===== config.mk =====
export PLATFORM = sky130hd
export DESIGN_NAME = uart_tx_fifo
export DESIGN_NICKNAME = d
export VERILOG_FILES = /design/src/rtl/uart_tx_fifo.sv
export SDC_FILE = /design/constraint.sdc
export NUM_CORES = 1
export LEC_CHECK = 0
export ABC_AREA = 0
export CAP_MARGIN = 20
export CORE_MARGIN = 3
export CORE_UTILIZATION = 50
export CTS_BUF_LIST = sky130_fd_sc_hd__clkbuf_4
export CTS_CLUSTER_DIAMETER = 40
export DETAILED_ROUTE_END_ITERATION = 10
export PLACE_DENSITY_LB_ADDON = 0.15
export SLEW_MARGIN = 25
export SYNTH_ARGS = -nofsm -noshare
export SYNTH_HDL_FRONTEND = slang
export SYNTH_SLANG_ARGS = --single-unit

===== constraint.sdc =====
create_clock -name clk -period 3.45 [get_ports clk]
set_clock_uncertainty 0.2 [all_clocks]
set_input_delay 0.69 -clock clk [delete_from_list [all_inputs] [get_ports clk]]
set_output_delay 0.69 -clock clk [all_outputs]
set_load 0.02 [all_outputs]

===== src/rtl/uart_tx_fifo.sv =====
// Byte FIFO between the CPU IO write path and the UART transmitter.
// Latency: a byte pushed at edge N is visible on tx_valid/tx_data right after edge N (first-word fall-through).
// Backpressure: wr_ready=0 when full (extra pushes are dropped); pops only when tx_valid & tx_ready.
//
// Ports:
//   clk, resetn           clock, asynchronous active-low reset
//   wr_valid/wr_data      push strobe and byte; wr_ready = not full
//   flush                 synchronous clear of all entries (overrides push/pop)
//   tx_data/tx_valid      head byte and non-empty flag to the UART
//   tx_ready              UART ready; pop on tx_valid & tx_ready
//   level                 occupancy 0..DEPTH
//   ovf/ovf_clr           sticky overflow flag and its clear (only with UART_FIFO_OVF_EN)
//
// Build option: define UART_FIFO_OVF_EN to add the sticky overflow flag.
module uart_tx_fifo #(
  parameter int DEPTH = 16,
  parameter int AW    = 4
) (
  input  logic          clk,
  input  logic          resetn,
  input  logic          wr_valid,
  input  logic [7:0]    wr_data,
  output logic          wr_ready,
  input  logic          flush,
  output logic [7:0]    tx_data,
  output logic          tx_valid,
  input  logic          tx_ready,
`ifdef UART_FIFO_OVF_EN
  output logic          ovf,
  input  logic          ovf_clr,
`endif
  output logic [AW:0]   level
);

  localparam logic [AW:0] LVL_FULL = (AW+1)'(DEPTH);

  logic [7:0]    mem [DEPTH];
  logic [AW-1:0] wr_ptr;
  logic [AW-1:0] rd_ptr;
  logic          full;
  logic          empty;
  logic          push;
  logic          pop;

  assign full     = (level == LVL_FULL);
  assign empty    = (level == '0);
  // Push qualification uses the registered full flag only, so a pop in the
  // same cycle never makes room for a push into a full FIFO.
  assign push     = wr_valid & ~full;
  assign pop      = tx_valid & tx_ready;

  assign wr_ready = ~full;
  assign tx_valid = ~empty;
  assign tx_data  = mem[rd_ptr];

  // Storage is deliberately not reset; the head byte is don't-care while empty.
  always_ff @(posedge clk) begin
    if (push && !flush) begin
      mem[wr_ptr] <= wr_data;
    end
  end

  always_ff @(posedge clk or negedge resetn) begin
    if (!resetn) begin
      wr_ptr <= '0;
      rd_ptr <= '0;
      level  <= '0;
    end else if (flush) begin
      wr_ptr <= '0;
      rd_ptr <= '0;
      level  <= '0;
    end else begin
      if (push) begin
        wr_ptr <= wr_ptr + 1'b1;
      end
      if (pop) begin
        rd_ptr <= rd_ptr + 1'b1;
      end
      if (push && !pop) begin
        level <= level + 1'b1;
      end else if (pop && !push) begin
        level <= level - 1'b1;
      end
    end
  end

`ifdef UART_FIFO_OVF_EN
  // A push attempt while full sets the flag; setting takes priority over
  // any clear source in the same cycle.
  always_ff @(posedge clk or negedge resetn) begin
    if (!resetn) begin
      ovf <= 1'b0;
    end else if (wr_valid && full) begin
      ovf <= 1'b1;
    end else if (ovf_clr || flush) begin
      ovf <= 1'b0;
    end
  end
`endif

endmodule


# Word-level counts from Yosys, hierarchy flattened
# Memories as Yosys holds them, arrays and structs flattened.
# Cells that the tools add are included.
totals:
  reg_bits: 13
  latch_bits: 0
  ram_bits: 128
  romBits: 0
  inputBits: 13
  wordCells: 32
  n_memories: 1
op_classes:
  n_addsub: 4
  n_mul: 0
  div_mod_pow: 0
  order_cmp: 0
  eq_ne: 1
  n_shift: 0
  muxes: 9
  bitwise_logic: 4
  reduce_logical: 10
memory_table:
  columns: ["name", "depth", "word_bits", "rd", "rd_ports_with_merged_regs", "wr", "line_no", "source"]
  rows:
  - ["mem", 16, 8, 1, 0, 1, "37", "logic [7:0] mem [DEPTH];"]
op_table:
  columns: ["op", "n"]
  rows:
  - ["$mux 4", 4]
  - ["$mux 5", 3]
  - ["$add 4x1->4 const B", 2]
  - ["$add 5x1->5 const B", 1]
  - ["$eq 5x5->1 const B", 1]
  - ["$logic_not 5->1", 1]
  - ["$sub 5x1->5 const B", 1]
  - ["$reduce_bool 2->1", 2]
  - ["$logic_and 1x1->1", 3]
  - ["$logic_not 1->1", 3]
  - ["$reduce_bool 3->1", 1]
  - ["$and 1x1->1", 2]
  - ["$mux 1", 2]
  - ["$not 1->1", 2]

# Longest topological paths before layout
depth:
  depth_word: 8
  mapped_depth: 8
  ltp_nobuf: 8

# Worst setup path after synthesis
# OpenSTA, ideal clock, no wires.
synth_path:
  path_type: "reg-to-reg"
  start: "register level[1]"
  end: "register level[4]"
  setup_time_ps: 137
  t_arrival_ps: 2313
  slack_ps: 801
  path_stages_with_launch: 9
  cell_sequence: "dfrtp_1 > nor4_2 > a21oi_1 > nand2_1 > ha_1 > a21oi_1 > a211oi_1 > o21ai_0 > a31oi_1"
synth_via:
  elab_chain_cells: 7
  word_cells_on_any_way: 16
  cone_classes: "add/sub (2); eq/ne (1); mux (3); bitwise (4); reduce/logical (6)"
synth_rtl:
  columns: ["item", "line_no", "source"]
  rows:
  - ["start, declared", "32", "output logic [AW:0] level"]
  - ["start signal, assigned", "80", "level <= level + 1'b1;"]
  - ["start signal, assigned", "82", "level <= level - 1'b1;"]
  - ["branches (longest 7 deep; another with $sub 5x1->5)", null, null]
# Several ways; the timed one is not identified. The select of a mux whose other input is x is not followed.
# A chain may end at the register's enable or synchronous reset.

# Worst setup path in the final report
layout_path:
  start: "register rd_ptr[0]"
  end: "output port tx_data[4]"
layout_via:
  elab_chain_cells: 1
layout_rtl:
  columns: ["item", "line_no", "source"]
  rows:
  - ["start, declared", "39", "logic [AW-1:0] rd_ptr;"]
  - ["start signal, assigned", "77", "rd_ptr <= rd_ptr + 1'b1;"]
  - ["$mem_v2 16x8", null, null]
  - ["end, declared", "25", "output logic [7:0] tx_data,"]
# No other way between the ends.

==> results.cfg <==
[run_status]
outcome = completed

[yosys]
syn_area_um2 = 5920
synth_edf_count = 128
postSynthNetCount = 316
synthArstFlopShare = 0.0922
ys_types = 40
ys_warn_count = 0
synth_common_cells = edfxtp_1, mux4_1, nor2_1, dfrtp_1, mux4_2
yosysMostFrequentCell = edfxtp_1
netlist_top_cells_area = edfxtp_1, mux4_1, dfrtp_1
synth.yosys.seq_area_share = 0.704
synth_top_area_frac = 0.649
synth_area_leader_cell = edfxtp_1
ys_ff_latch = 141
synth_ff_type = edfxtp_1
syn_avg_cell_area_um2 = 20.2
syn_inst = 293

[place]
place_area_um2 = 6530
io_buffers = 27
place_hpwl_mm = 7.24
gp_congestion = 0.799

[worst_setup_path]
critPathMaxFanout = 16
crit_path_start = rd_ptr[0]$_DFFE_PN0P_
cp-start-kind = register
worstPathRequired_ps = 2560
arrival_ps = 2460
critPathCaptureType = output port
path_class = reg2out
crit-reg2reg-launch = level[1]$_DFFE_PN0P_

[job]
maxCapViolCount = 0

[clock_tree]
tritoncts = yes
cts.htree.levels = 4
cts_sinks = 141
cts_buffers = 17
cts.path.max_buffers = 2
cts_root_buffer = clkbuf_4
clk_latency_ps = 520
clk_pin_slew_worst_paths_ps = 120

[floorplan]
coreArea_um2 = 11500
ioPinCount = 28
die_h_um = 115
rows = 39
die-area_um2 = 13200
initial_utilization = 0.514
die_w_um = 115

[detailed_routing]
drc = 0
drtAntennaViolNets = 0
wl_per_cell_um = 21.9
vias = 2957
drt_pre_antenna_iters = 4
routed_wl_mm = 11.2
drtIter0Drc = 202
vias_per_cell = 5.81

[sta]
tightest_slew_ps = 654
setup_viol = 0
holdWs_ps = 356
period_needed_ps = 3350
fin_crit_sh = 0.970
rsz0062_at_grt = false
max_slew_margin = 0.563
hold_violations = 0
fmax_ghz = 0.299
maxSlewViolCount = 0
fin_tns_setup_ps = 0

[power]
seqPwrFrac = 0.504
ir_drop_mv = 0.328
power.density_nw_per_um2 = 586
clockPowerShare = 0.244
p_leak_uw = 0.00230
p_sw_frac = 0.275
share_comb_of_total_power = 0.253
switchingPower_uw = 1090
internal-power_uw = 2870

[layout]
drive_gt1_frac = 0.230
nNetsFinal = 378
diodes = 0
syn2layout_area_growth_pct = 14.1
fin_area_um2 = 6760

[global_routing]
grt_start_max_net_pins = 36
grt_pass1_wl_mm = 16.9
grt_use_total = 0.181
first_global_vias = 2973
antenna_found_initial = 0
grt_overflow = 0

[hold_path]
hold_class = in2async
[what timing repair did]
| action | CTS | global route |
|---|---|---|
| hold buffers | 0 | 0 |
| gates resized for setup | 17 | 9 |
| endpoints found under the setup margin | 8 | 8 |
| setup buffers | 1 | 1 |
| gates cloned | 0 | 0 |
[area by class of cell]
class	count	area, µm²
multi-input cells	133	1650
flip-flops and latches	141	4170
clock inverters	10	100
fillers	861	4760
well taps	143	179
inverters	5	18.8
repair buffers	57	493
clock buffers	20	150
[power groups by stage]
stage	registers (µW)	logic (µW)	clock network, µW
3_5_place_dp	2030	1040	0
4_1_cts	1990	1030	994
5_1_grt	2010	1080	1070
3_3_place_gp	2030	1020	0
2_1_floorplan	2030	700	0
6_report	1990	1000	964
[layer usage]
layer | vias up | part of all wire | wire length, µm | global-route usage
met5 | - | 0 | 0 | 0
met4 | 0 | 0.010 | 116 | 0.0681
met3 | 13 | 0.035 | 395 | 0.0447
met2 | 62 | 0.50 | 5570 | 0.292
met1 | 1537 | 0.45 | 5070 | 0.241
li1 | 1345 | - | - | -
[per-stage QoR]
step,instances,total power (µW),worst slack [ps],utilization
2_1_floorplan,293,2730,801,-
3_3_place_gp,477,3050,335,0.567
3_5_place_dp,477,3070,324,0.567
4_1_cts,508,4020,2.33,0.590
5_1_grt,509,4160,5.43,0.587
6_report,509,3960,103,0.587
[flip-flops by register name (all words and copies together) (netlist names)]
signal	flops
rd_ptr	4
mem	128
level	5
wr_ptr	4
[critical path: stages, from the launching register on]
cell      delay, ps
dfrtp_2         430
buf_12          170
buf_4           130
mux4_1          570
mux4_2          470
clkbuf_2        170
[cell families after synthesis]
logic type / synth area share
buffers and inverters: 0.0177
AO/OA/AOI/OAI: 0.0235
AND/OR/NAND/NOR: 0.0399
flip-flops: 0.704
XOR/XNOR: 0.0104
multiplexers: 0.182
adder cells (fa/ha/maj): 0.0224
[final timing paths]
check                                        end  depth (start not counted)  slack, ps
setup / recovery                      tx_data[4]                          5        100
hold / removal              level[3]$_DFFE_PN0P_                          1        360
setup reg to reg            level[4]$_DFFE_PN0P_                          8        670
hold reg to reg            wr_ptr[3]$_DFFE_PN0P_                          2        420
max in group asynchronous  rd_ptr[0]$_DFFE_PN0P_                          1       2240
min in group clk           wr_ptr[3]$_DFFE_PN0P_                          2        420
[layout by cell type, fill, tap and decap left out, drive strengths merged, types with 2 or more instances in the layout]
master,n
nand2,8
clkinvlp,2
o21ai,4
o211ai,3
nand3,5
bufinv,2
mux2i,3
a21oi,5
nor2,28
xnor2,3
edfxtp,128
clkdlybuf4s50,19
buf,32
mux2,3
xor2,4
clkbuf,26
a211oi,2
inv,5
ha,9
clkinv,6
dfrtp,13
mux4,40
Note: power is estimated with default switching activity, not from simulation.
